$ cat config.mk
export PLATFORM = sky130hd
export DESIGN_NAME = per_master_arbiter
export DESIGN_NICKNAME = d
export VERILOG_FILES = /design/src/rtl/per_arb_pkg.sv /design/src/rtl/per_arb_id_fifo.sv /design/src/rtl/per_master_arbiter.sv
export SDC_FILE = /design/constraint.sdc
export NUM_CORES = 1
export LEC_CHECK = 0
export CAP_MARGIN = 40
export CORE_AREA = 2 2 170 172
export DETAILED_ROUTE_END_ITERATION = 12
export DIE_AREA = 0 0 172 174
export SLEW_MARGIN = 5
export SYNTH_ARGS = -nofsm -noshare
export SYNTH_HDL_FRONTEND = slang
export SYNTH_SLANG_ARGS = --single-unit
$ cat constraint.sdc
create_clock -name clk_i -period 2.8 [get_ports clk_i]
set_input_delay 0.28 -clock clk_i [delete_from_list [all_inputs] [get_ports clk_i]]
set_output_delay 0.28 -clock clk_i [all_outputs]
set_load 0.01 [all_outputs]
$ cat src/rtl/per_arb_pkg.sv
// Package per_arb_pkg
//   Shared types and constants for the peripheral master-port arbiter.
//   - arb_state_e : arbiter FSM states (ARB_IDLE / ARB_LOCKED)
//   - id_width()  : width of a requester ID, $clog2(N_REQ) with a floor of 1
//   - BE_ALL      : all-bytes-enabled constant for the 32-bit data path
package per_arb_pkg;

  typedef enum logic [0:0] {
    ARB_IDLE   = 1'b0,
    ARB_LOCKED = 1'b1
  } arb_state_e;

  localparam logic [3:0] BE_ALL = '1;

  function automatic int unsigned id_width(input int unsigned n_req);
    return (n_req > 1) ? $clog2(n_req) : 1;
  endfunction

endpackage

$ cat src/rtl/per_arb_id_fifo.sv
// Module per_arb_id_fifo
//   Synchronous FIFO holding the IDs of granted-but-unanswered transfers, so
//   in-order responses can be routed back to the requester that issued them.
// Ports
//   clk_i    in   clock
//   rst_i    in   synchronous reset, active-high (empties the FIFO)
//   push_i   in   write data_i (ignored when full)
//   data_i   in   ID to store
//   pop_i    in   drop the head entry (ignored when empty)
//   full_o   out  DEPTH entries stored
//   empty_o  out  no entries stored
//   head_o   out  oldest stored ID (valid when !empty_o)
module per_arb_id_fifo #(
  parameter int unsigned DEPTH = 2,
  parameter int unsigned WIDTH = 2
) (
  input  logic             clk_i,
  input  logic             rst_i,
  input  logic             push_i,
  input  logic [WIDTH-1:0] data_i,
  input  logic             pop_i,
  output logic             full_o,
  output logic             empty_o,
  output logic [WIDTH-1:0] head_o
);

  localparam int unsigned PTR_W = (DEPTH > 1) ? $clog2(DEPTH) : 1;
  localparam int unsigned CNT_W = $clog2(DEPTH + 1);

  logic [WIDTH-1:0] mem [DEPTH];
  logic [PTR_W-1:0] wr_ptr, rd_ptr;
  logic [CNT_W-1:0] count;
  logic             do_push, do_pop;

  function automatic logic [PTR_W-1:0] ptr_inc(input logic [PTR_W-1:0] p);
    return (int'(p) == DEPTH - 1) ? '0 : p + 1'b1;
  endfunction

  assign full_o  = (count == CNT_W'(DEPTH));
  assign empty_o = (count == '0);
  assign head_o  = mem[rd_ptr];
  assign do_push = push_i && !full_o;
  assign do_pop  = pop_i && !empty_o;

  always_ff @(posedge clk_i) begin
    if (rst_i) begin
      wr_ptr <= '0;
      rd_ptr <= '0;
      count  <= '0;
    end else begin
      if (do_push) wr_ptr <= ptr_inc(wr_ptr);
      if (do_pop)  rd_ptr <= ptr_inc(rd_ptr);
      case ({do_push, do_pop})
        2'b10:   count <= count + 1'b1;
        2'b01:   count <= count - 1'b1;
        default: count <= count;
      endcase
    end
  end

  // NOTE: storage is deliberately not reset; the pointers and count already
  // mark every entry invalid, and a reset-free array maps onto plain RAM/flops.
  always_ff @(posedge clk_i) begin
    if (do_push) mem[wr_ptr] <= data_i;
  end

endmodule

$ cat src/rtl/per_master_arbiter.sv
// Module per_master_arbiter
//   Shares one peripheral-interconnect master port between N_REQ requesters
//   with round-robin arbitration. A requester that is not granted in its
//   first cycle is locked so the master fields stay stable until gnt.
//   Response IDs are tracked in an in-order FIFO (per_arb_id_fifo).
// Ports
//   clk_i / rst_i                 clock, synchronous active-high reset
//   slv_req_i/add_i/we_i/wdata_i/be_i   packed per-requester request fields
//   slv_gnt_o                     grant, one-hot or zero (same cycle as master gnt)
//   slv_r_valid_o / slv_r_opc_o   response valid / error routed to the head ID
//   slv_r_rdata_o                 read data, broadcast
//   per_master_*_o                request towards the interconnect
//   per_master_gnt_i, per_master_r_valid_i/opc_i/rdata_i   interconnect side
//   resp_err_o                    response arrived with no outstanding ID
//   grant_cnt_o                   16-bit saturating grant counter per requester,
//                                 present only when PER_ARB_STATS_EN is defined
module per_master_arbiter
  import per_arb_pkg::*;
#(
  parameter int unsigned N_REQ           = 4,
  parameter int unsigned PER_ADDR_WIDTH  = 32,
  parameter int unsigned MAX_OUTSTANDING = 2
) (
  input  logic                        clk_i,
  input  logic                        rst_i,
  input  logic [N_REQ-1:0]            slv_req_i,
  input  logic [N_REQ*PER_ADDR_WIDTH-1:0] slv_add_i,
  input  logic [N_REQ-1:0]            slv_we_i,
  input  logic [N_REQ*32-1:0]         slv_wdata_i,
  input  logic [N_REQ*4-1:0]          slv_be_i,
  output logic [N_REQ-1:0]            slv_gnt_o,
  output logic [N_REQ-1:0]            slv_r_valid_o,
  output logic [N_REQ-1:0]            slv_r_opc_o,
  output logic [31:0]                 slv_r_rdata_o,
  output logic                        per_master_req_o,
  output logic [PER_ADDR_WIDTH-1:0]   per_master_add_o,
  output logic                        per_master_we_o,
  output logic [31:0]                 per_master_wdata_o,
  output logic [3:0]                  per_master_be_o,
  input  logic                        per_master_gnt_i,
  input  logic                        per_master_r_valid_i,
  input  logic                        per_master_r_opc_i,
  input  logic [31:0]                 per_master_r_rdata_i,
`ifdef PER_ARB_STATS_EN
  output logic [N_REQ*16-1:0]         grant_cnt_o,
`endif
  output logic                        resp_err_o
);

  localparam int unsigned ID_W = id_width(N_REQ);

  arb_state_e      state_q, state_d;
  logic [ID_W-1:0] locked_q, locked_d;
  logic [ID_W-1:0] rr_q, rr_d;

  logic [ID_W-1:0] win_idx, sel_idx;
  logic            win_found, sel_valid;
  logic            master_req, grant, pop;
  logic            fifo_full, fifo_empty;
  logic [ID_W-1:0] fifo_head;

  function automatic logic [ID_W-1:0] idx_inc(input logic [ID_W-1:0] i);
    return (int'(i) == N_REQ - 1) ? '0 : i + 1'b1;
  endfunction

  // Round-robin winner: scan downwards so the lowest offset from rr_q wins.
  always_comb begin
    win_idx   = '0;
    win_found = 1'b0;
    for (int i = N_REQ - 1; i >= 0; i--) begin
      if (slv_req_i[(int'(rr_q) + i) % N_REQ]) begin
        win_idx   = ID_W'((int'(rr_q) + i) % N_REQ);
        win_found = 1'b1;
      end
    end
  end

  // While locked, only the locked requester may drive the master port.
  assign sel_idx   = (state_q == ARB_LOCKED) ? locked_q : win_idx;
  assign sel_valid = (state_q == ARB_LOCKED) ? slv_req_i[locked_q] : win_found;

  // Full blocks the request even if a response pops this cycle, which keeps
  // r_valid off the combinational path to per_master_req_o.
  assign master_req = sel_valid && !fifo_full && !rst_i;
  assign grant      = master_req && per_master_gnt_i;
  assign pop        = per_master_r_valid_i && !fifo_empty && !rst_i;

  per_arb_id_fifo #(
    .DEPTH (MAX_OUTSTANDING),
    .WIDTH (ID_W)
  ) u_id_fifo (
    .clk_i   (clk_i),
    .rst_i   (rst_i),
    .push_i  (grant),
    .data_i  (sel_idx),
    .pop_i   (pop),
    .full_o  (fifo_full),
    .empty_o (fifo_empty),
    .head_o  (fifo_head)
  );

  // NOTE: state is updated only with non-blocking assignments so every
  // register samples the pre-edge values of the others.
  always_ff @(posedge clk_i) begin
    if (rst_i) begin
      state_q  <= ARB_IDLE;
      locked_q <= '0;
      rr_q     <= '0;
    end else begin
      state_q  <= state_d;
      locked_q <= locked_d;
      rr_q     <= rr_d;
    end
  end

  // NOTE: every comb output gets a default first, so no path infers a latch.
  always_comb begin
    state_d  = state_q;
    locked_d = locked_q;
    rr_d     = rr_q;
    if (grant) rr_d = idx_inc(sel_idx);
    case (state_q)
      ARB_IDLE: begin
        if (master_req && !per_master_gnt_i) begin
          state_d  = ARB_LOCKED;
          locked_d = win_idx;
        end
      end
      ARB_LOCKED: begin
        // A dropped request is a protocol violation: release without a push.
        if (!slv_req_i[locked_q] || grant) state_d = ARB_IDLE;
      end
      default: state_d = ARB_IDLE;
    endcase
  end

  always_comb begin
    per_master_req_o   = 1'b0;
    per_master_add_o   = '0;
    per_master_we_o    = 1'b0;
    per_master_wdata_o = '0;
    per_master_be_o    = '0;
    slv_gnt_o          = '0;
    slv_r_valid_o      = '0;
    slv_r_opc_o        = '0;
    slv_r_rdata_o      = '0;
    resp_err_o         = 1'b0;
    if (master_req) begin
      per_master_req_o   = 1'b1;
      per_master_add_o   = slv_add_i[int'(sel_idx)*PER_ADDR_WIDTH +: PER_ADDR_WIDTH];
      per_master_we_o    = slv_we_i[sel_idx];
      per_master_wdata_o = slv_wdata_i[int'(sel_idx)*32 +: 32];
      per_master_be_o    = slv_be_i[int'(sel_idx)*4 +: 4];
      slv_gnt_o[sel_idx] = per_master_gnt_i;
    end
    if (per_master_r_valid_i && !rst_i) begin
      if (fifo_empty) begin
        resp_err_o = 1'b1;
      end else begin
        slv_r_valid_o[fifo_head] = 1'b1;
        slv_r_opc_o[fifo_head]   = per_master_r_opc_i;
        slv_r_rdata_o            = per_master_r_rdata_i;
      end
    end
  end

`ifdef PER_ARB_STATS_EN
  logic [N_REQ-1:0][15:0] grant_cnt_q;

  always_ff @(posedge clk_i) begin
    if (rst_i) begin
      grant_cnt_q <= '0;
    end else begin
      for (int i = 0; i < N_REQ; i++) begin
        if (slv_gnt_o[i] && grant_cnt_q[i] != 16'hFFFF)
          grant_cnt_q[i] <= grant_cnt_q[i] + 16'd1;
      end
    end
  end

  assign grant_cnt_o = grant_cnt_q;
`endif

endmodule

======== After elaboration in Yosys (flattened, before gate mapping) ========
Memories as Yosys holds them, arrays and structs flattened. A register that Yosys moved wholly into a read port is not among the register bits.
Cells that the tools add are included.
storage, ports and cells
  flip-flop bits (word level) ............. 9
  bits in writable memories ............... 4
  input bits .............................. 317
  output and inout bits ................... 115
  logic and storage cells ................. 105
  memories kept ........................... 1
cells by class
  $add $sub $neg .......................... 8
  magnitude comparators ................... 9
  equal/unequal tests ..................... 4
  shift operators ......................... 3
  multiplexer cells ....................... 51
  bitwise operators ....................... 3
  reductions and logical operators ........ 20
memory list
  memory         depth  width  rd ports  clocked after Yosys merged registers in  write ports  line                   text
  u_id_fifo.mem  2      2      1         1                                        1            per_arb_id_fifo.sv:30  logic [WIDTH-1:0] mem [DEPTH];
operator list
  cell                   number
  $shiftx A128 B8 Y32    2
  $mux W32               4
  $mux W1                25
  $mux W4                6
  $lt A2 B3 Y1 const B   7
  $shiftx A16 B5 Y4      1
  $bmux W1 S2            6
  $mux W2                6
  $logic_and A1 B1 Y1    11
  $and A4 B4 Y4          2
  $add A2 B1 Y2 const B  3
  $eq A2 B2 Y1 const B   3
  $logic_not A1 Y1       5
  $add A2 B2 Y2 const B  2
  $demux W1 S2           2
  $ge A2 B1 Y1 const B   2
  $pmux W2 S2            1
  $add A1 B1 Y1 const B  2
  $eq A2 B1 Y1 const B   1
  $logic_not A2 Y1       1
  $pmux W1 S2            1
  $reduce_and A2 Y1      1
  $reduce_bool A2 Y1     1
  $sub A2 B1 Y2 const B  1
  other kinds (2)        2

======== Logic depth before layout (Yosys ltp) ========
  depth in word-level cells ............... 14
  gate-level depth with buffers ........... 11
  mapped depth without buffers ............ 9

======== Cells and area by module ========
A second synthesis with hierarchy kept.
second synthesis, totals
  cell total of the unflattened synthesis .. 890
  area, all modules ....................... 6115.9 µm²
modules (own cells, without submodules)
  module              times used  cells an instance  area each (µm²)  seq. area each (µm²)
  per_master_arbiter  1           858                5749.3           100.1
  per_arb_id_fifo     1           32                 366.6            220.2

======== Worst setup path after synthesis ========
OpenSTA, ideal clock, no wires.
  kind .................................... flip-flop to flip-flop
  start ................................... reg locked_q[0]
  end ..................................... reg u_id_fifo.count[1]
  setup time .............................. 0.070 ns
  arrival ................................. 2.241 ns
  required time ........................... 2.730 ns
  slack ................................... 0.489 ns
  cell stages (with the launch flop) ...... 11
  clock period less this slack ............ 2.311 ns
  cells stage by stage .................... dfxtp_1 buf_6 mux4_2 mux2i_1 or3_1 buf_6 inv_4 nand2_4 ha_1 or3_1 a21oi_1
between the ends
  longest elaborated chain between the ends .. 9
ends and longest elaborated chain
  what                                               line                       text
  from (decl)                                        per_master_arbiter.sv:53   logic [ID_W-1:0] locked_q, locked_d;
  from (signal assigned)                             per_master_arbiter.sv:111  locked_q <= locked_d;
  $bmux W1 S2 *                                      per_master_arbiter.sv:80   assign sel_valid = (state_q == ARB_LOCKED) ? slv_req_i[locked_q] : win_found;
  $mux W1 (implied by the code) *                    per_master_arbiter.sv:80
  $mux W1 *                                          per_master_arbiter.sv:80
  $logic_and A1 B1 Y1 * (2 in a row)                 per_master_arbiter.sv:84   assign master_req = sel_valid && !fifo_full && !rst_i;
  $logic_and A1 B1 Y1 *                              per_master_arbiter.sv:85   assign grant = master_req && per_master_gnt_i;
  $logic_and A1 B1 Y1 *                              per_arb_id_fifo.sv:42      assign do_push = push_i && !full_o;
  $eq A2 B1 Y1 or $eq A2 B2 Y1 (tied branches)       per_arb_id_fifo.sv:53      case ({do_push, do_pop})
  $pmux W2 S2 or $reduce_bool A2 Y1 (tied branches)  --
  to (signal assigned)                               per_arb_id_fifo.sv:54      2'b10: count <= count + 1'b1;
  to (signal assigned)                               per_arb_id_fifo.sv:55      2'b01: count <= count - 1'b1;
  to (signal assigned)                               per_arb_id_fifo.sv:56      default: count <= count;
  to (decl)                                          per_arb_id_fifo.sv:32      logic [CNT_W-1:0] count;
Mark *: on every way between the ends. The rest lies on a longest branch, timed or not. The select of a mux whose other input is x is not followed.
A chain may end at the register's enable or synchronous reset.

======== Final worst setup path ========
  start ................................... reg rr_q[1]
  end ..................................... out per_master_wdata_o[29]
between the ends
  longest elaborated chain between the ends .. 11
ends and longest elaborated chain
  what                                                                    line                       text
  from (decl)                                                             per_master_arbiter.sv:54   logic [ID_W-1:0] rr_q, rr_d;
  from (signal assigned)                                                  per_master_arbiter.sv:112  rr_q <= rr_d;
  parallel branches: the longest is 10 deep, another holds $add A2 B2 Y2  --
  $mux W32 *                                                              per_master_arbiter.sv:148  if (master_req) begin
  to (decl)                                                               per_master_arbiter.sv:38   output logic [31:0] per_master_wdata_o,
Every way passes the cells marked *. The select of a mux whose other input is x is not followed.

==> results.txt <==
The run finished with clean final reports. In this design, the critical path's most frequently occurring cell is buf_12. The total vias in the final route is 8613, and the power density normalized to cell area is 374.9 mW/mm^2.

The synthesized net count is 1174, and the H-tree depth is 1. IR analysis of the VDD net gives a maximum drop of 207.2 uV. The remaining global-route overflow came out at 0. The delay of the slowest cell on the worst path is 0.43 ns, and the wire length after detailed routing is 32790 um. The width of the die was 172 um; the cell count after placement was 1632. The y dimension of the die was 174 um; the worst endpoint data arrival time was 2.43 ns. The slowest stage of the critical path belongs to the cell or3b_1.

The I/O pin count was 432. At the later pin of the worst-skew pair, clock insertion delay measures 0.25 ns. For the combined area of the multi-input logic cells, the log shows 0.005291 mm^2. The clock-pin slew on the worst setup and hold paths works out to 0.05 ns. On the final layout, the worst clock skew is 0.002006 ns. The critical path is of the reg2out type. Traced cell by cell, the critical path runs through or3b_1, o221ai_4, o21ai_4, inv_2, buf_12, buf_12, o2111ai_1, a221oi_2, clkdlybuf4s15_1. The count of cells in the finished layout, fillers not included, comes to 1643. The run gives 330.3 um^2 as the total area of sequential cells. The run gives 24550 um as the HPWL reported at the end of detailed placement. The library cell used most frequently in the layout, excluding fill and tap cells, is clkdlybuf4s50_1. The logs give 0.5305 for the normalized max-slew margin and 2923 for the number of inserted filler cells in the final layout.

STA classifies the critical path startpoint as a flip-flop. Along the worst path, the maximum fanout reaches 16. For the count of yosys warnings during synthesis, the log shows 0.

The via count of the first global-routing pass was 8718. Clock tree synthesis selected as its root buffer the cell clkbuf_16. The longest clock path from root to sink contains 2 buffers. The floorplan core area was 0.02824 mm^2; the row count was 62.

In this run the static leakage power is 4.339 nW. After the last flow step, the layout net total stands at 1580. The global routing usage summed across all routing layers was 0.2047; the reported max-cap violation count was 0. The number of distinct library cell variants in the gate-level netlist after synthesis is 44, and the achievable frequency is 369.6 MHz.

The number of DRC markers in iteration 0 was 486; the average instance area after synthesis was 7.092 um^2. The number of slew-limit violations in the final report was 0. The run gives 0.9611 as the weighted congestion at the end of routability-driven global placement.

Ranked by total cell area, the synthesized netlist is headed by a221oi_2 (17%), o2111ai_1 (10%), o22a_1 (10%). Post-synthesis cell type with the largest combined area: a221oi_2. TritonCTS built the clock tree.

Setup repair after global routing left no endpoint under its margin. The tools report the total power draw as 0.004229 W. The worst path required time came out at 2.52 ns. The via density per instance was 5.242. The total die area is 0.02993 mm^2, and the layout cell share with drive strength beyond 1 is 0.1527. The first global-routing pass estimated 48550 um of wire.

The post-detailed-route wirelength per cell was 19.95 um. In this run the cell area of the synthesized design comes to 0.006042 mm^2. The run gives 0.4952 ns as the final hold slack. The effective utilization at floorplan was 0.2140.

The total clock buffers created by CTS is 3. The worst hold path belongs to the class reg2reg. The gate family responsible for the most delay along the worst path was buffers and inverters.

The number of buffers and inverters on the critical path was 4; the pin count of the biggest net entering global routing was 80. The hold violation count in the final report came out at 0. Before antenna repair, the detailed router went through 4 iterations. In this run the remaining antenna-violating nets after routing total 0. Compared with the post-synthesis result, the final layout area differs by 86.70%. The top cell type's share of synthesized area is 0.1715, and the number of antenna violations at the first check in global routing is 4. The number of input and output port buffers inserted is 431, and the sequential cell area fraction in the yosys report is 0.05301.

The worst-margin pin slew was 0.7043 ns; the post-synthesis sequential element count was 14. The run gives 0 as the final count of negative-setup-slack endpoints. The final cycle utilization of the critical path was 0.9664. Capturing element type of the critical path: an output port.

After detailed routing, the number of remaining DRC violations is 0. The cell count after synthesis was 852; the clock sink total was 14. Subtracting the final worst setup slack from the clock period gives 2.706 ns. In the layout the commonest cells are clkdlybuf4s50_1 (354), nor2_1 (148), nor2b_1 (73), or3_1 (70), nand3_1 (70).
per-layer routing:
layer / vias to the layer above / GRT usage / share of wire
met5: - / 0 / 0.00058
met4: 4 / 0.05497 / 0.029
met3: 60 / 0.04167 / 0.070
met2: 349 / 0.3670 / 0.48
met1: 4084 / 0.2456 / 0.42
li1: 4116 / - / -
cell usage after synthesis:
cell type	instances
mux2_4	1
or4_1	1
o21ai_0	3
inv_2	1
nand2_4	1
nor2_1	148
nand3b_1	2
ha_1	5
a221oi_1	1
xor2_1	1
buf_1	1
nand2b_1	5
o221a_2	1
inv_1	3
nor2b_1	73
a221o_1	1
dfxtp_1	10
a221oi_2	69
xnor2_1	2
mux4_2	1
o2111ai_1	69
buf_4	2
and3_1	5
or3_1	71
edfxtp_1	4
and2_1	32
or3b_1	1
o221ai_2	1
clkbuf_1	64
o21bai_1	1
o21a_1	69
nor3_1	5
nand2_1	9
mux2_2	1
buf_2	32
mux2i_1	6
a21boi_1	1
inv_4	1
nand3_1	70
or2_1	1
o21ai_2	1
buf_6	4
o22a_1	69
a21oi_1	3
final cells by class:
cell class                 count  share of cell area
multi-input combinational    730              0.4691
inverter                       5            0.001886
antenna                        2           0.0004437
clock buffer                   3            0.006655
clock inverter                 1           0.0003327
sequential                    14             0.02928
tap                          384             0.04259
timing repair buffer         504              0.4498
worst paths after layout:
kind	slack, ns	from	to	cells past startpoint
max	0.09	rr_q[1]	per_master_wdata_o[29]	9
min	0.50	u_id_fifo.wr_ptr	u_id_fifo.wr_ptr	1
max reg2reg	0.50	locked_q[0]	u_id_fifo.count[1]	9
min reg2reg	0.50	u_id_fifo.wr_ptr	u_id_fifo.wr_ptr	1
per-stage QoR:
| step | util | setup TNS [ns] | worst slack (ns) | area, um^2 |
|---|---|---|---|---|
| 2_1_floorplan | - | 0 | 0.4889 | 6042 |
| 3_3_place_gp | 0.3984 | -23.05 | -0.4286 | 11250 |
| 3_5_place_dp | 0.3984 | -25.75 | -0.4252 | 11250 |
| 4_1_cts | 0.4025 | -0.05469 | -0.02903 | 11360 |
| 5_1_grt | 0.3993 | 0 | 0.0004059 | 11280 |
| 6_report | 0.3995 | 0 | 0.09421 | 11280 |
where the power goes:
part | internal (W) | total [W] | switching, W
Combinational | 0.00185 | 0.00367 | 0.00182
Clock | 0.000190 | 0.000282 | 0.0000926
Sequential | 0.000238 | 0.000275 | 0.0000369
Total | 0.00228 | 0.00423 | 0.00195
flip-flops by register name, summed over array words and instances, names as in the netlist, named ones only:
register / cells
locked_q: 2
rr_q: 2
u_id_fifo.mem: 4
u_id_fifo.count: 2
state_q: 1
u_id_fifo.wr_ptr: 1
u_id_fifo.rd_ptr: 1
worst register-to-register path: stages (launching register included):
cell     delay, ns
dfxtp_2       0.34
mux4_2        0.34
mux2i_1       0.07
or3_4         0.38
buf_4         0.16
inv_4         0.08
nand2_4       0.05
ha_1          0.34
or3_1         0.35
a21oi_1       0.13
what timing repair did:
item / 4_1_cts / 5_1_grt
buffers inserted: 3 / 0
gates resized for setup: 118 / 50
pin swaps: 7 / 10
setup endpoints to repair: 74 / 36
gates cloned: 2 / 0
hold buffers: 0 / 0
hold endpoints to repair: 0 / 0
cells by family (layout without fill, tap and decap cells):
kind of cell | count (synthesis) | in the layout | synth area share
mux | 9 | 9 | 0.01802
flops | 14 | 14 | 0.05301
simple gates | 424 | 424 | 0.3603
buf+inv | 108 | 513 | 0.08035
compound gates | 289 | 289 | 0.4736
fa+ha+maj | 5 | 5 | 0.01035
xor+xnor | 3 | 3 | 0.004350
other cells | 0 | 2 | 0
No activity file was read; power rests on OpenSTA's default activity.
